**config.mk**
```make
export PLATFORM = sky130hd
export DESIGN_NAME = multicycle_datapath
export DESIGN_NICKNAME = d
export VERILOG_FILES = /design/src/rtl/multicycle_datapath.sv
export SDC_FILE = /design/constraint.sdc
export NUM_CORES = 2
export LEC_CHECK = 0
export ABC_AREA = 0
export BUFFER_PORTS_ARGS = -buffer_cell sky130_fd_sc_hd__buf_2
export CAP_MARGIN = 25
export CORE_MARGIN = 2
export CORE_UTILIZATION = 50
export DETAILED_ROUTE_END_ITERATION = 8
export GPL_ROUTABILITY_DRIVEN = 0
export HOLD_SLACK_MARGIN = 0.12
export PLACE_DENSITY = 0.69
export SYNTH_ARGS = -nofsm -noshare
export SYNTH_HDL_FRONTEND = slang
export SYNTH_SLANG_ARGS = --single-unit
```
**constraint.sdc**
```tcl
create_clock -name clk -period 5.1 [get_ports clk]
set_input_delay 1.02 -clock clk [delete_from_list [all_inputs] [get_ports clk]]
set_output_delay 1.02 -clock clk [all_outputs]
set_load 0.01 [all_outputs]
```
**src/rtl/multicycle_datapath.sv**
```systemverilog
// multicycle_datapath: RV32I-subset multicycle datapath.
// Regfile, ALU, immediates, PC; control decodes IR externally.
`timescale 1ns/1ps
module multicycle_datapath #(
  parameter int          XLEN       = 32,
  parameter logic [31:0] INITIAL_PC = 32'h00400000
) (
  input  logic            clk,
  input  logic            rst,
  output logic            iReq,
  input  logic            iAck,
  input  logic [31:0]     iData,
  output logic [31:0]     IR,
  input  logic            ALUSrc,
  input  logic            RegWrite,
  input  logic            MemToReg,
  input  logic            MemRead,
  input  logic            MemWrite,
  input  logic [2:0]      BrType,
  input  logic [3:0]      ALUCtrl,
  output logic            dReq,
  output logic            dWE,
  output logic [XLEN-1:0] dAddress,
  output logic [XLEN-1:0] dWriteData,
  input  logic            dAck,
  input  logic [XLEN-1:0] dReadData,
  output logic [XLEN-1:0] PC,
  output logic [XLEN-1:0] WriteBackData,
  output logic            Zero,
  output logic            retire
);

  localparam int SW = $clog2(XLEN);

  typedef enum logic [2:0] {
    S_FETCH,
    S_DECODE,
    S_EXEC,
    S_MEM,
    S_WB
  } state_t;

  state_t state, state_n;

  logic [XLEN-1:0] rf [32];
  logic [XLEN-1:0] a_q, b_q;
  logic [XLEN-1:0] alu_q, mdr_q, link_q;
  logic            redir_q;

  logic [XLEN-1:0] imm_i, imm_s, imm_b, imm_j;
  logic [XLEN-1:0] op2, alu_res;
  logic [XLEN-1:0] pc4, br_tgt, jr_sum;
  logic [SW-1:0]   shamt;
  logic [4:0]      rd;
  logic            take, is_jump, is_mem, is_wb;

  assign rd = IR[11:7];

  assign imm_i = {{(XLEN-12){IR[31]}}, IR[31:20]};
  assign imm_s = {{(XLEN-12){IR[31]}},
                  IR[31:25], IR[11:7]};
  assign imm_b = {{(XLEN-13){IR[31]}}, IR[31],
                  IR[7], IR[30:25], IR[11:8], 1'b0};
  assign imm_j = {{(XLEN-21){IR[31]}}, IR[31],
                  IR[19:12], IR[20], IR[30:21], 1'b0};

  assign op2   = !ALUSrc  ? b_q   :
                 MemWrite ? imm_s : imm_i;
  assign shamt = imm_i[SW-1:0];

  assign is_jump = (BrType == 3'b101)
                || (BrType == 3'b110);
  assign is_mem  = MemRead | MemWrite;
  assign is_wb   = RegWrite | is_jump;

  assign pc4    = PC + XLEN'(4);
  assign br_tgt = PC + ((BrType == 3'b101) ? imm_j : imm_b);
  assign jr_sum = a_q + imm_i;

  assign dAddress      = alu_q;
  assign dWriteData    = b_q;
  assign WriteBackData = is_jump  ? link_q :
                         MemToReg ? mdr_q  : alu_q;

  // ALU: shifts take their amount from the immediate only
  always_comb begin
    alu_res = '0;
    unique case (ALUCtrl)
      4'b0000: alu_res = a_q & op2;
      4'b0001: alu_res = a_q | op2;
      4'b0010: alu_res = a_q + op2;
      4'b0011: alu_res = a_q ^ op2;
      4'b0100: alu_res = {{(XLEN-1){1'b0}}, a_q < op2};
      4'b0110: alu_res = a_q - op2;
      4'b0111: alu_res = {{(XLEN-1){1'b0}},
                          $signed(a_q) < $signed(op2)};
      4'b1000: alu_res = a_q << shamt;
      4'b1001: alu_res = a_q >> shamt;
      4'b1010: alu_res = $unsigned($signed(a_q) >>> shamt);
      default: alu_res = '0;
    endcase
  end

  // branch comparator, independent of the ALU result
  always_comb begin
    take = 1'b0;
    unique case (BrType)
      3'b001:  take = (a_q == b_q);
      3'b010:  take = (a_q != b_q);
      3'b011:  take = ($signed(a_q) < $signed(b_q));
      3'b100:  take = ($signed(a_q) >= $signed(b_q));
      3'b101,
      3'b110:  take = 1'b1;
      default: take = 1'b0;
    endcase
  end

  // state register
  always_ff @(posedge clk) begin
    if (rst) state <= S_FETCH;
    else     state <= state_n;
  end

  // next state and handshake/retire outputs
  always_comb begin
    state_n = state;
    iReq    = 1'b0;
    dReq    = 1'b0;
    dWE     = 1'b0;
    retire  = 1'b0;
    unique case (state)
      S_FETCH: begin
        iReq = 1'b1;
        if (iAck) state_n = S_DECODE;
      end
      S_DECODE: state_n = S_EXEC;
      S_EXEC: begin
        if (is_mem)     state_n = S_MEM;
        else if (is_wb) state_n = S_WB;
        else begin
          state_n = S_FETCH;
          retire  = 1'b1;
        end
      end
      S_MEM: begin
        dReq = 1'b1;
        dWE  = MemWrite;
        if (dAck) begin
          if (MemWrite) begin
            state_n = S_FETCH;
            retire  = 1'b1;
          end else begin
            state_n = S_WB;
          end
        end
      end
      S_WB: begin
        retire  = 1'b1;
        state_n = S_FETCH;
      end
      default: state_n = S_FETCH;
    endcase
  end

  // datapath registers, regfile and PC update
  always_ff @(posedge clk) begin
    if (rst) begin
      PC      <= XLEN'(INITIAL_PC);
      IR      <= '0;
      a_q     <= '0;
      b_q     <= '0;
      alu_q   <= '0;
      mdr_q   <= '0;
      link_q  <= '0;
      redir_q <= 1'b0;
      Zero    <= 1'b0;
      for (int i = 0; i < 32; i++) rf[i] <= '0;
    end else begin
      unique case (state)
        S_FETCH: begin
          if (iAck) IR <= iData;
        end
        S_DECODE: begin
          a_q     <= rf[IR[19:15]];
          b_q     <= rf[IR[24:20]];
          redir_q <= 1'b0;
        end
        S_EXEC: begin
          alu_q  <= alu_res;
          Zero   <= (alu_res == '0);
          link_q <= pc4;
          if (take) begin
            redir_q <= 1'b1;
            if (BrType == 3'b110)
              PC <= {jr_sum[XLEN-1:1], 1'b0};
            else
              PC <= br_tgt;
          end else if (!is_mem && !is_wb) begin
            PC <= pc4;
          end
        end
        S_MEM: begin
          if (dAck) begin
            if (MemWrite) PC <= pc4;
            else          mdr_q <= dReadData;
          end
        end
        S_WB: begin
          if (RegWrite && rd != 5'd0)
            rf[rd] <= WriteBackData;
          if (!redir_q) PC <= pc4;
        end
        default: ;
      endcase
    end
  end

endmodule

```
Yosys cells after proc, flatten, opt, wreduce, memory -nomap -nowiden
Memory sizes are Yosys's and may differ from the RTL's. A register that Yosys moved wholly into a read port is not among the register bits.
Cells that the tools add are included.
{"block": "classes", "add_sub_neg": 5, "n_lt_le_gt_ge": 4, "eq_ne": 27, "n_shift": 3, "mux": 39, "bitwise": 6, "reduce_logical": 18}
{"cell": "2-to-1 mux 32 bit", "count": 10}
{"cell": "case mux 32 bit (10 select lines)", "count": 1}
{"cell": "adder 32 bit", "count": 3}
{"cell": "< comparator 32 bit", "count": 3}
{"cell": "case mux 32 bit (3 select lines)", "count": 1}
{"cell": "adder 32 x 3 -> 32 bit (second input constant)", "count": 1}
{"cell": "bitwise AND 32 bit", "count": 1}
{"cell": "== test 32 bit", "count": 1}
{"cell": ">= comparator 32 bit", "count": 1}
{"cell": "logical NOT 32 bit", "count": 1}
{"cell": "!= test 32 bit", "count": 1}
{"cell": "bitwise OR 32 bit", "count": 1}
{"cell": "OR reduction 32 bit", "count": 1}
{"cell": "<< shifter 32 x 5 -> 32 bit", "count": 1}
{"cell": ">> shifter 32 x 5 -> 32 bit", "count": 1}
{"cell": ">>> shifter 32 x 5 -> 32 bit", "count": 1}
{"cell": "subtractor 32 bit", "count": 1}
{"cell": "bitwise XOR 32 bit", "count": 1}
{"cell": "2-to-1 mux 20 bit", "count": 1}
{"cell": "2-to-1 mux 1 bit", "count": 15}
{"cell": "2-to-1 mux 3 bit", "count": 5}
{"cell": "== test 3 x 2 -> 1 bit (second input constant)", "count": 4}
{"cell": "== test 3 bit (second input constant)", "count": 4}
{"cell": "== test 4 x 3 -> 1 bit (second input constant)", "count": 3}
{"cell": "25 further kinds", "count": 39}
{"block": "totals", "regBits": 165, "mem_bits_rw": 1024, "input_bits": 80, "output_inout_bits": 165, "word_cells": 111, "n_memories": 1}
{"memory": "rf", "words": 32, "word_bits": 32, "rd": 2, "rd_ports_with_merged_regs": 2, "wr": 32, "line": "45", "rtl": "logic [XLEN-1:0] rf [32];"}

Logic depth before layout (Yosys ltp)
{"block": "depth", "ltp_word": 8, "depth_mapped": 26, "ltp_nobuf": 18}

Least setup slack after synthesis
No wires, ideal clock.
{"block": "synth_timing", "path_kind": "register -> register", "startpoint": "register IR[22]", "endpoint": "register Zero", "setup_ns": 0.084, "t_arrival_ns": 5.598, "required_ns": 5.016, "slack_ns": -0.582, "stages_incl_launch_ff": 25, "n_path_buf": 9, "synth_period_minus_slack_ns": 5.682, "cell_sequence": "dfxtp_1 -> buf_2 -> buf_2 -> buf_2 -> buf_2 -> buf_1 -> buf_1 -> buf_2 -> buf_1 -> buf_2 -> mux2i_1 -> a21o_1 -> ha_1 -> nor2b_1 -> o2111a_1 -> nor3_1 -> nor4_1 -> nor4b_1 -> a211o_1 -> a211o_1 -> nor4_1 -> and4_1 -> and4_1 -> nand4_1 -> o31ai_2"}
{"block": "synth_between", "elab_chain_len": 5, "word_cells_on_any_way": 14, "classes_between": "add/sub (2); order compare (2); shift (3); mux (3); bitwise (3); reduce/logical (1)"}
{"element": "start, declared", "line": "13", "rtl": "output logic [31:0] IR,"}
{"element": "start signal, assigned", "line": "181", "rtl": "if (iAck) IR <= iData;"}
{"element": "2-to-1 mux 5 bit", "line": "68", "rtl": "MemWrite ? imm_s : imm_i;"}
{"element": "2-to-1 mux 32 bit", "line": "67", "rtl": "assign op2 = !ALUSrc ? b_q :"}
{"element": "subtractor 32 bit, or another cell as far along", "line": "94", "rtl": "4'b0110: alu_res = a_q - op2;"}
{"element": "case mux 32 bit (10 select lines) *", "line": "88", "rtl": "unique case (ALUCtrl)"}
{"element": "logical NOT 32 bit *", "line": "190", "rtl": "Zero <= (alu_res == '0);"}
{"element": "end signal, assigned", "line": "190"}
{"element": "end, declared", "line": "29", "rtl": "output logic Zero,"}
Mark *: on every way between the ends. The rest lies on a longest branch, timed or not.
A chain may end at the register's enable or synchronous reset.

Worst setup path in the final report
{"block": "layout_timing", "startpoint": "register b_q[23] (netlist: dWriteData[23]) (read register of rf)", "endpoint": "register PC[11]"}
{"block": "layout_between", "elab_chain_len": 4, "word_cells_on_any_way": 9, "classes_between": "order compare (2); eq/ne (3); mux (3); reduce/logical (1)"}
{"element": "start, declared", "line": "46", "rtl": "logic [XLEN-1:0] a_q, b_q;"}
{"element": ">= comparator 32 bit, or another cell as far along", "line": "111", "rtl": "3'b100: take = ($signed(a_q) >= $signed(b_q));"}
{"element": "case mux 1 bit (5 select lines) *", "line": "107", "rtl": "unique case (BrType)"}
{"element": "!= test 3 bit (no source line) / 2-to-1 mux 32 bit (equally long branches)"}
{"element": "AND reduction 5 bit (no source line) / case mux 32 bit (3 select lines) (equally long branches)"}
{"element": "end signal, assigned", "line": "168", "rtl": "PC <= XLEN'(INITIAL_PC);"}
{"element": "end signal, assigned", "line": "195", "rtl": "PC <= {jr_sum[XLEN-1:1], 1'b0};"}
{"element": "end signal, assigned", "line": "197", "rtl": "PC <= br_tgt;"}
{"element": "end, declared", "line": "27", "rtl": "output logic [XLEN-1:0] PC,"}
Marked as above.

==> summary.md <==
| Metric | Value |
|---|---|
| Status | `complete, but fails checks` |
| Failing checks | `DRC` |
| Top delay family on crit path | `compound AO/OA/AOI/OAI gates` |
| Total Routed Length | `281000 um` |
| Metal-1 WL | `92900 um` |
| Synth area leader | `edfxtp_1` |
| Post-synthesis cell area | `74800 sq um` |
| Worst slew pin tran | `roughly 1000 ps` |
| # DRC | `1` |
| Post-Synthesis Cells | `6398` |
| First-pass GRT wire length | `401000 um` |
| Worst hold path type | `in -> reg` |
| Tot Pwr | `~29 mW` |
| Clock Tree Root | `clkbuf_16` |
| Fmax | `between 200 and 250 MHz` |
| Final Non-Filler Cells | `8603` |
| Worst vdd ir | `294 uV` |
| Unrepaired setup endpoints after global routing | `no` |
| DR iter-0 viols | `9547` |
| CTS Buf Count | `about 140` |
| Die H | `391 um` |
| Critical path class | `reg -> reg` |
| Crit path from | `dWriteData[23]` |
| Synthesis-stage register bit count | `1251` |
| Cell total after placement | `8348` |
| TritonCTS clock tree | `yes` |
| All-Layer GR Usage | `0.364` |
| Hold path start | `iData[20]` |
| Relative slew slack | `0.305` |
| Postcts setup bufs | `0` |
| Layout Nets | `about 7000` |
| Setup Skew | `45.8 ps` |
| Cell area power density | `347 nW/um^2` |
| Min Clock Period, post-route | `4870 ps` |
| Worst path cell trace | `inv_1 -> ha_1 -> nand3_1 -> nor3_1 -> buf_4 -> nand3_1 -> a21oi_1 -> a211oi_1 -> mux2_2 -> nor3_1 -> buf_4 -> nand3_1 -> buf_4 -> a211oi_1 -> a211oi_1 -> a31o_2` |
| # H-tree levels | `4` |
| Library cells used by synthesis | `96` |
| CTS sink cnt | `~1300` |
| Routed WL per cell | `32.6 um` |
| Ys flop type | `edfxtp_1` |
| Yosys Warn Count | `0` |
| Initial Utilization | `0.505` |
| Final Max Slew Viols | `0` |
| Worst Path Buf+Inv | `4` |
| Via count | `60100` |
| Syn Area/Cell | `about 12 sq um` |
| Cts repair resizes | `0` |
| Top cell type's share of synthesized area | `0.411` |
| WP data required | `5790 ps` |
| Critical Path Source Type | `flop` |
| Core area | `between 100000 and 150000 sq um` |
| WHS | `444 ps` |
| Endpoint type of the worst setup path | `flop` |
| Final setup vio count | `0` |
| Vias in the first global route | `58200` |
| Critical Path Fanout Max | `17` |
| Clk_lat worst skew | `820 ps` |
| Fill count | `12000` |
| CP max-delay cell | `a21oi_1` |
| Largest cells by area after synthesis | `edfxtp_1 (41%), mux4_2 (21%), nor2_1 (6.8%)` |
| Pre-antenna DRT Iters | `9` |
| Pin count of the biggest net entering global routing | `131` |
| Period Utilization, post-route | `0.955` |
| R2r startpoint | `dWriteData[23]` |
| Wire length on met2 | `124000 um` |
| CTS Buffer Depth | `3` |
| Worst path max stage delay | `~800 ps` |
| DPL Wire Length | `around 180000 um` |
| I/O Buffers | `243` |
| DR top layer | `met5` |
| Clk slew on worst S/H paths | `60 ps` |
| Final core utilization | `0.566` |
| Vias per Instance | `about 7` |
| Register area share after synthesis | `0.472` |
| Max_cap viols | `0` |
| Setup TNS | `0 ps` |
| Core Rows | `141` |
| Initial antenna violation count | `15` |
| Hold Fails Final Rpt | `0` |
| Async set or reset register ratio after synthesis | `0` |
| Arrival time worst endpoint | `5560 ps` |
| Area delta synth->final | `12.2%` |
| Grt ovf | `0` |
| Post-synth EDFFs | `1024` |
| Met3 wire length | `43600 um` |
| # hold bufs at CTS | `0` |
| Post-route ant nets | `0` |
| # IOs | `245` |
| Pleak | `30.2 nW` |
| Die Area | `153000 sq um` |
| Die W | `391 um` |
| Layout cell share with drive strength beyond 1 | `0.246` |
-- worst register-to-register path, delay by kind of cell (launching register included) --
| kind | cells | cell delay, ps |
|---|---|---|
| simple gates | 5 | 940 |
| fa+ha+maj | 1 | 320 |
| buf+inv | 4 | 930 |
| mux | 1 | 330 |
| compound gates | 5 | 1510 |
| flops | 1 | 720 |
-- sequential cells by signal, indices dropped and copies added (netlist names), 3 cells and up --
signal	cells
rf	1024
IR	32
a_q	32
dAddress	32
dWriteData	32
mdr_q	32
PC	31
link_q	31
state	3
-- final timing paths --
path                            cells past startpoint     end  slack (ps)
worst max-delay path                               16  PC[11]         230
worst min register to register                      2   IR[2]         450
worst max register to register                     16  PC[11]         230
worst min-delay path                                3  IR[20]         440
-- cell usage in the layout (no fill, tap or decap), types with 20 or more instances in the layout --
cell type / netlist / layout
a211o_1: 23 / 23
a211oi_1: 138 / 137
a21o_1: 65 / 65
a21oi_1: 313 / 313
a311oi_1: 39 / 39
and2_1: 21 / 21
and3_1: 27 / 27
buf_12: 1 / 35
buf_2: 39 / 242
buf_4: 12 / 318
clkbuf_1: 486 / 35
clkbuf_16: 0 / 139
clkinv_1: 4 / 35
conb_1: 1 / 33
dfxtp_1: 227 / 217
edfxtp_1: 1024 / 1024
ha_1: 189 / 189
inv_1: 176 / 174
mux2_2: 29 / 29
mux2i_1: 125 / 125
mux4_2: 683 / 683
nand2_1: 496 / 434
nand2_2: 0 / 62
nand2b_1: 22 / 22
nand3_1: 58 / 58
nand4_1: 25 / 25
nor2_1: 1349 / 1347
nor2b_1: 27 / 27
nor3_1: 69 / 69
o211ai_1: 29 / 29
o21a_1: 22 / 22
o21ai_0: 143 / 143
o22ai_1: 20 / 20
xnor2_1: 54 / 54
xor2_1: 39 / 39
-- cell usage after synthesis, types with 34 or more instances --
cell / instances
dfxtp_1: 227
xnor2_1: 54
mux4_2: 683
a21oi_1: 313
nor2_1: 1349
buf_1: 66
a211oi_1: 138
a21o_1: 65
nand2_1: 496
nand3_1: 58
nor3_1: 69
xor2_1: 39
inv_1: 176
a311oi_1: 39
edfxtp_1: 1024
o21ai_1: 34
buf_2: 39
o21ai_0: 143
ha_1: 189
clkbuf_1: 486
mux2i_1: 125
-- area by class of cell --
cell class,instances,area [sq um],share of cell area
clock inverter,67,541,0.00644
inverter,182,688,0.00820
tap,1930,2410,0.0288
multi-input combinational,4389,36900,0.440
antenna,9,22.5,0.000268
sequential,1251,35300,0.421
clock buffer,179,3680,0.0438
timing repair buffer,596,4310,0.0514
-- report_power, final --
group          internal (mW)  switching [mW]
logic                   2.92            4.64
clock network           5.28            4.27
registers               11.5           0.512
-- per-stage QoR --
step | setup slack, ps | instance area (sq um)
3_3_place_gp | 15.1 | 79700
2_1_floorplan | -28.7 | 74900
3_5_place_dp | -52.4 | 79700
4_1_cts | 582 | 83900
6_report | 229 | 83900
5_1_grt | 184 | 83900
-- logic make-up (layout without fill, tap and decap cells) --
logic type / after synthesis / in the layout / share of synthesized area
AO/OA/AOI/OAI: 1033 / 1033 / 0.0911
XOR/XNOR: 93 / 93 / 0.0109
adder cells (fa/ha/maj): 193 / 193 / 0.0327
buffers and inverters: 790 / 1024 / 0.0415
flip-flops: 1251 / 1251 / 0.472
multiplexers: 850 / 850 / 0.231
other: 1 / 42 / 0.0000502
AND/OR/NAND/NOR: 2187 / 2187 / 0.120
-- layer usage --
layer	vias up	global-route usage
li1	24300	-
met4	22	0.215
met3	1228	0.128
met1	29400	0.453
met5	-	0
met2	5129	0.552
Power figures use the tool's default switching activity.
